[config.mk]
export PLATFORM = sky130hd
export DESIGN_NAME = pacman_move_ctrl
export DESIGN_NICKNAME = d
export VERILOG_FILES = /design/src/rtl/pacman_move_ctrl.sv
export SDC_FILE = /design/constraint.sdc
export NUM_CORES = 1
export LEC_CHECK = 0
export CORE_AREA = 4 4 107 109
export DETAILED_ROUTE_END_ITERATION = 7
export DIE_AREA = 0 0 111 113
export SLEW_MARGIN = 30
export SYNTH_ARGS = -nofsm -noshare
export SYNTH_HDL_FRONTEND = slang
export SYNTH_SLANG_ARGS = --single-unit
[constraint.sdc]
create_clock -name clk -period 2.9 [get_ports clk]
set_input_delay 0.58 -clock clk [delete_from_list [all_inputs] [get_ports clk]]
set_output_delay 0.58 -clock clk [all_outputs]
set_load 0.005 [all_outputs]
[src/rtl/pacman_move_ctrl.sv]
// Per-frame Pacman movement: latch buttons, probe the four neighbour tiles one at a time
// over a shared map read port, then commit. 10 cycles with an ungated port; each grant stall adds a cycle.
module pacman_move_ctrl #(
  parameter int TILE_SIZE = 8,
  parameter int MAP_COLS  = 32,
  parameter int MAP_ROWS  = 36,
  parameter int START_X   = 24,
  parameter int START_Y   = 8
) (
  input  logic        clk,
  input  logic        rst,
  input  logic        frame_stb,
  input  logic        BTNU,
  input  logic        BTND,
  input  logic        BTNR,
  input  logic        BTNL,
  output logic        map_req,
  output logic [10:0] map_addr,
  input  logic        map_gnt,
  input  logic [2:0]  map_rdata,
  output logic [8:0]  x_pac,
  output logic [8:0]  y_pac,
  output logic        busy,
  output logic        done,
  output logic        frame_miss
);

  localparam int TS = $clog2(TILE_SIZE);
  localparam int CS = $clog2(MAP_COLS);
  localparam logic [9:0] ROWS_W = 10'(MAP_ROWS);
  localparam logic [9:0] COLS_W = 10'(MAP_COLS);

  // Direction index k: 0=U, 1=D, 2=R, 3=L
  localparam logic [1:0] K_U = 2'd0;
  localparam logic [1:0] K_D = 2'd1;
  localparam logic [1:0] K_R = 2'd2;
  localparam logic [1:0] K_L = 2'd3;

  typedef enum logic [1:0] {IDLE, PROBE, WAIT, APPLY} state_t;

  state_t     state;
  logic [1:0] k;
  logic [3:0] btn;
  logic [3:0] blocked;

  logic [8:0]        col, row, col_l, row_u, x_m1, y_m1;
  logic [3:0]        probe_inb;
  logic [3:0][10:0]  probe_addr;
  logic [1:0]        k_nxt;
  logic              advance;
  logic              mv_u, mv_d, mv_r, mv_l;

  function automatic logic [10:0] tile_addr(input logic [8:0] c, input logic [8:0] r);
    tile_addr = 11'(c) + (11'(r) << CS);
  endfunction

  // Probe geometry comes from the pre-move position, which is frozen while busy.
  always_comb begin
    x_m1  = x_pac - 9'd1;
    y_m1  = y_pac - 9'd1;
    col   = x_pac >> TS;
    row   = y_pac >> TS;
    col_l = (x_pac == 9'd0) ? 9'd0 : (x_m1 >> TS);
    row_u = (y_pac == 9'd0) ? 9'd0 : (y_m1 >> TS);

    probe_inb[K_U] = (y_pac != 9'd0);
    probe_inb[K_D] = (({1'b0, row} + 10'd1) < ROWS_W);
    probe_inb[K_R] = (({1'b0, col} + 10'd1) < COLS_W);
    probe_inb[K_L] = (x_pac != 9'd0);

    probe_addr[K_U] = probe_inb[K_U] ? tile_addr(col, row_u)         : 11'd0;
    probe_addr[K_D] = probe_inb[K_D] ? tile_addr(col, row + 9'd1)    : 11'd0;
    probe_addr[K_R] = probe_inb[K_R] ? tile_addr(col + 9'd1, row)    : 11'd0;
    probe_addr[K_L] = probe_inb[K_L] ? tile_addr(col_l, row)         : 11'd0;
  end

  assign k_nxt   = k + 2'd1;
  assign advance = ((state == PROBE) && !map_req) || (state == WAIT);
  assign busy    = (state != IDLE);

  assign mv_u = btn[K_U] && !blocked[K_U];
  assign mv_d = btn[K_D] && !blocked[K_D];
  assign mv_r = btn[K_R] && !blocked[K_R];
  assign mv_l = btn[K_L] && !blocked[K_L];

  always_ff @(posedge clk or posedge rst) begin
    if (rst) begin
      state      <= IDLE;
      k          <= 2'd0;
      btn        <= 4'd0;
      blocked    <= 4'd0;
      map_req    <= 1'b0;
      map_addr   <= 11'd0;
      done       <= 1'b0;
      frame_miss <= 1'b0;
      x_pac      <= 9'(START_X);
      y_pac      <= 9'(START_Y);
    end else begin
      done       <= 1'b0;
      frame_miss <= frame_stb && (state != IDLE);

      case (state)
        IDLE: begin
          if (frame_stb) begin
            btn      <= {BTNL, BTNR, BTND, BTNU};
            k        <= 2'd0;
            state    <= PROBE;
            map_req  <= probe_inb[K_U];
            map_addr <= probe_addr[K_U];
          end
        end
        PROBE: begin
          if (map_req) begin
            if (map_gnt) begin
              map_req <= 1'b0;
              state   <= WAIT;
            end
          end else begin
            blocked[k] <= 1'b1;
          end
        end
        WAIT: begin
          blocked[k] <= (map_rdata != 3'd0);
        end
        APPLY: begin
          if (mv_d)      y_pac <= y_pac + 9'd1;
          else if (mv_u) y_pac <= y_pac - 9'd1;
          if (mv_l)      x_pac <= x_pac - 9'd1;
          else if (mv_r) x_pac <= x_pac + 9'd1;
          state <= IDLE;
        end
        default: state <= IDLE;
      endcase

      // Shared step after an out-of-bounds probe or a returned tile.
      if (advance) begin
        if (k == K_L) begin
          state <= APPLY;
          done  <= 1'b1;
        end else begin
          k        <= k_nxt;
          state    <= PROBE;
          map_req  <= probe_inb[k_nxt];
          map_addr <= probe_addr[k_nxt];
        end
      end
    end
  end

endmodule

# Yosys cells after proc, flatten, opt, wreduce, memory -nomap -nowiden
# Cells that the tools add are included.
dict set report classes {
  add_sub_neg 13
  n_lt_le_gt_ge 5
  eq_ne 8
  muxes 41
  bitwise_logic 1
  n_reduce_logical 29
}
# operator n
set ops {}
lappend ops {{$mux 11} 9}
lappend ops {{$mux 9} 4}
lappend ops {{$add 6x11->11} 3}
lappend ops {{$bmux 11 s2} 1}
lappend ops {{$add 6x1->7 const B} 3}
lappend ops {{$add 9x1->9 const B} 2}
lappend ops {{$logic_not 9->1} 2}
lappend ops {{$mux 2} 9}
lappend ops {{$reduce_bool 9->1} 2}
lappend ops {{$sub 9x1->9 const B} 2}
lappend ops {{$lt 7x6->1 const B} 2}
lappend ops {{$mux 6} 2}
lappend ops {{$add 7x11->11} 1}
lappend ops {{$mux 1} 9}
lappend ops {{$ne 3x3->1 const B} 3}
lappend ops {{$pmux 4 s2} 1}
lappend ops {{$reduce_and 2->1} 4}
lappend ops {{$reduce_bool 2->1} 4}
lappend ops {{$logic_and 1x1->1} 7}
lappend ops {{$add 6x1->6 const B} 1}
lappend ops {{$eq 2x2->1 const B} 3}
lappend ops {{$lt 2x3->1 const B} 2}
lappend ops {{$pmux 2 s3} 1}
lappend ops {{$logic_not 1->1} 5}
lappend ops {{other kinds (15)} 15}
dict set report word_totals {
  register_bits 44
  output_inout_bits 33
  wordCells 107
}

# Depth between registers and ports, before layout
dict set report logic_depth {
  ltp_word 8
  mapped_depth 12
  depth_no_buf 12
}

# Worst setup path after synthesis
# Ideal clock, no wire load.
dict set report synth_timing {
  kind {flip-flop to flip-flop}
  startpoint {reg y_pac[0]}
  endpoint {reg map_addr[8]}
  arrival_ps 2463
  required_time_ps 2813
  slack_ps 350
  stages_incl_launch_ff 13
  path_buffers 1
  synth_period_minus_slack_ps 2550
  path_cell_list {dfrtp_1 -> inv_1 -> ha_1 -> nor4b_2 -> and2_1 -> buf_2 -> nor2_1 -> ha_1 -> and3_1 -> a211oi_1 -> xor2_1 -> o41a_1 -> a22oi_1}
}
dict set report synth_between {
  elab_chain_cells 8
  elab_cells_between_ends 12
  cone_classes {2 x add/sub; 8 x mux; 2 x reduce/logical}
}
# item line
set synth_rtl {}
lappend synth_rtl {{start: declaration} 22} ;# output logic [8:0] y_pac,
lappend synth_rtl {{start signal: assignment} 97} ;# y_pac <= 9'(START_Y);
lappend synth_rtl {{start signal: assignment} 126} ;# if (mv_d) y_pac <= y_pac + 9'd1;
lappend synth_rtl {{start signal: assignment} 127} ;# else if (mv_u) y_pac <= y_pac - 9'd1;
lappend synth_rtl {{$sub 9x1->9 / $logic_not 9->1 (equally long branches)} {60, 64}}
lappend synth_rtl {{$mux 6} 64} ;# row_u = (y_pac == 9'd0) ? 9'd0 : (y_m1 >> TS);
lappend synth_rtl {{$add 6x11->11} 54} ;# tile_addr = 11'(c) + (11'(r) << CS);
lappend synth_rtl {{$mux 11 *} 71} ;# probe_addr[K_U] = probe_inb[K_U] ? tile_addr(col, row_u) : 11'd0;
lappend synth_rtl {{$bmux 11 s2 / $mux 11 (equally long branches)} {144, 104}}
lappend synth_rtl {{$mux 11, on equally long branches} {144, 102}}
lappend synth_rtl {{$mux 11} 137} ;# if (k == K_L) begin
lappend synth_rtl {{$mux 11 *} 136} ;# if (advance) begin
lappend synth_rtl {{end signal: assignment} 109} ;# map_addr <= probe_addr[K_U];
lappend synth_rtl {{end signal: assignment} 144} ;# map_addr <= probe_addr[k_nxt];
lappend synth_rtl {{end: declaration} 18} ;# output logic [10:0] map_addr,
# Every way passes the cells marked *; elsewhere a longest branch is shown, timed or not. The select of a mux whose other input is x is not followed.
# A chain may end at the register's enable or synchronous reset.

# Worst setup path in the final report
dict set report layout_timing {
  startpoint {reg y_pac[1]}
  endpoint {reg map_addr[8]}
}
# Same word-level chain as after synthesis.

==> results.toml <==
[status]
status = "finished clean"

[synth]
ys.flop_type = "dfrtp_1"
muxShareOfSynthArea_pct = 3.09
synth-seq-area-share_pct = 30.7
synthAdderAreaFrac_pct = 9.03
syn_avg_cell_area_um2 = 8.46
synth_top_family_by_area = "simple AND/OR/NAND/NOR gates"
synth-compound-area-share_pct = 19.9
synth_cell_types = 63
synth_seq_cells = 44
yosys_warnings = 0
syn_area_um2 = 3600
synthSimpleGateAreaFrac_pct = 21.5
syn-num-nets = 463
synthCells = 426
synth-edff-count = 0
ys_async_sr_fraction_pct = 100
synth-xor-area-share_pct = 10.5

[worst_setup_path]
worstPathArrival_ns = 2.84
criticalPathCategory = "reg2reg"
cp-start-kind = "flop"
end_kind = "flop"
crit_end = "map_addr[8]"
reg2reg_from = "y_pac[1]"
reg2reg_to = "map_addr[8]"
startpoint = "y_pac[1]"
r2r_slack_ns = 0.29
crit_required_ns = 3.13
cp_max_fo = 7
worstRegToRegCells = 11

[die]
fp.dieH_um = 113
initial_core_util_pct = 34.0
die-area_um2 = 12500
die_w_um = 111
rows = 38
io-pin-count = 44
core_area_um2 = 10600

[sta]
setup_violations = 0
finalHoldViolCount = 0
period_share_pct = 90.1
fmax_mhz = 383
min_period_ns = 2.61
slew_headroom_pct = 60.2
finalSetupTns_ns = 0
rsz0062_at_grt = "no"
maxSlewViolCount = 0
tightest_slew_ns = 0.598
skew_ns = 0.00665

[job]
drv_cap = 0

[cts]
clock_latency_ns = 0.31
h-tree-depth = 2
clockRootBuffer = "clkbuf_8"
cts-buffers-inserted = 5
numClockSinks = 44
cts.clk_slew.worst_paths_ns = 0.09
cts_hold_buf = 0
cts-resized-gates = 0
cts_tree = "done"
post_cts_buffers = 0
cts.path.max_buffers = 2

[grt]
grt_overflow = 0
grt.total_usage_pct = 16.4
grt_pass1_vias = 3228
grt_pass1_wl_um = 16900
grt_max_degree = 45
antenna_found_initial = 0

[drt]
wl_per_cell_um = 16.7
vias = 3379
routed_wirelength_um = 10300
viasPerCell = 5.49
drcViolationCount = 0
firstDrtPassIters = 5
drtIter0Drc = 294
drtAntennaViolNets = 0

[finish]
area_growth_pct = 20.7
antenna_cells = 0
final_layout_size_suffix_gt1_share_pct = 11.8
stdcell_area_um2 = 4350
nets = 512

[place]
gp_congestion = 0.940
place_hpwl_um = 7640
placed_area_um2 = 4260
portBuffers = 43

[power_and_ir_drop]
powerDensity_nw_per_um2 = 1030
p_leak_nw = 1.76
p_total_mw = 4.50
peakVddDrop_mv = 0.526

[worst_hold_path]
hold_class = "reg2reg"
==> worst min path at each step <==
stage,start,to,cells after the start
global placement,map_addr[0],map_addr[0],2
CTS,map_addr[0],map_addr[0],2
detailed placement,map_addr[2],map_addr[2],2
global route,btn[0],btn[0],1
finish,map_addr[0],map_addr[0],2
floorplan,btn[0],btn[0],1
==> metrics by stage <==
step	setup WS, ns	hold slack (ns)	instances	utilization, %
6_report	0.286	0.504	616	41.0
5_1_grt	0.0303	0.533	616	41.0
4_1_cts	0.213	0.505	616	41.0
3_5_place_dp	0.259	0.481	608	40.2
3_3_place_gp	0.361	0.476	608	40.2
2_1_floorplan	0.350	0.473	426	-
==> synth_stat cells (2+ instances only) <==
library cell | instances | share of area, %
mux2i_1 | 4 | 1.1
o311ai_0 | 2 | 0.49
nor3_1 | 17 | 2.4
mux2_2 | 5 | 1.6
clkbuf_1 | 9 | 0.94
and3_1 | 5 | 0.87
a21oi_1 | 36 | 5.0
nand2_1 | 40 | 4.2
a22oi_1 | 4 | 0.83
nor4_1 | 6 | 1.0
nor4b_2 | 2 | 0.83
xnor2_1 | 27 | 6.6
xor2_1 | 10 | 2.4
a211oi_1 | 4 | 0.83
xor2_4 | 2 | 1.5
buf_2 | 11 | 1.5
a221oi_1 | 8 | 1.9
o211ai_1 | 4 | 0.83
a21oi_2 | 2 | 0.49
inv_1 | 21 | 2.2
a31oi_1 | 8 | 1.4
nand3_1 | 14 | 1.9
clkinv_1 | 2 | 0.21
dfrtp_1 | 41 | 28
and2_1 | 2 | 0.35
o221ai_1 | 5 | 1.2
o21ai_0 | 17 | 2.4
ha_1 | 26 | 9.0
nand2_2 | 2 | 0.35
or2_1 | 2 | 0.35
nor2b_1 | 9 | 1.6
o22ai_1 | 4 | 0.69
nand2b_1 | 3 | 0.52
a211o_1 | 2 | 0.49
dfstp_2 | 3 | 2.2
nor2_1 | 40 | 4.2
==> routing by layer <==
layer	track usage, %	vias up	wire (µm)
li1	-	1611	-
met1	23.2	1617	4680
met2	25.6	129	4700
met3	3.42	22	670
met4	4.35	0	209
met5	0	-	0
==> critical path, cell delays in order (launching register included) <==
cell and delay [ns]:
dfrtp_1 0.47, inv_1 0.11, ha_1 0.14, nor4b_2 0.28, and2_1 0.20, nor2_1 0.05, ha_1 0.22, and3_1 0.18
a211oi_1 0.27, xor2_1 0.12, o41a_1 0.32, a22oi_1 0.18
==> power by group <==
part / internal (mW) / switching, mW / leakage, nW
logic: 1.33 / 1.73 / 1.17
registers: 0.833 / 0.205 / 0.548
clock network: 0.169 / 0.242 / 0.0412
total: 2.33 / 2.17 / 1.76
==> kinds of logic after synthesis <==
family	Yosys count
compound gates	109
xor+xnor	39
fa+ha+maj	26
buf+inv	45
flops	44
mux	10
simple gates	153
==> registers in the layout (all words and copies together) (netlist names) <==
name / count
frame_miss: 1
blocked: 4
y_pac: 9
k: 2
map_addr: 11
x_pac: 9
state: 2
done: 1
btn: 4
map_req: 1
==> cell type report <==
cell class,instances,area (µm²)
multi-input combinational,337,2310
sequential,44,1100
clock inverter,2,12.5
clock buffer,6,72.6
tap,140,175
timing repair buffer,64,588
inverter,23,86.3
fill,1047,6250
==> cells in the final DEF (no fill, tap or decap), types with 3 or more instances in the layout <==
cell | synthesis | routed
clkbuf_8 | 0 | 5
a211oi_1 | 4 | 4
mux2i_1 | 4 | 4
nor2_1 | 40 | 40
xor2_1 | 10 | 10
nor4_1 | 6 | 5
o22ai_1 | 4 | 4
a221oi_1 | 8 | 8
clkdlybuf4s50_1 | 0 | 43
dfrtp_1 | 41 | 41
nor2b_1 | 9 | 9
nor3_1 | 17 | 17
a22oi_1 | 4 | 4
nand2_1 | 40 | 40
a21oi_1 | 36 | 36
a31oi_1 | 8 | 8
o221ai_1 | 5 | 5
xnor2_1 | 27 | 27
o211ai_1 | 4 | 4
o21ai_0 | 17 | 17
mux2_2 | 5 | 5
dfstp_2 | 3 | 3
nand2b_1 | 3 | 3
inv_1 | 21 | 20
nand3_1 | 14 | 14
and3_1 | 5 | 5
ha_1 | 26 | 26
buf_4 | 1 | 21
No activity file was read; power rests on OpenSTA's default activity.
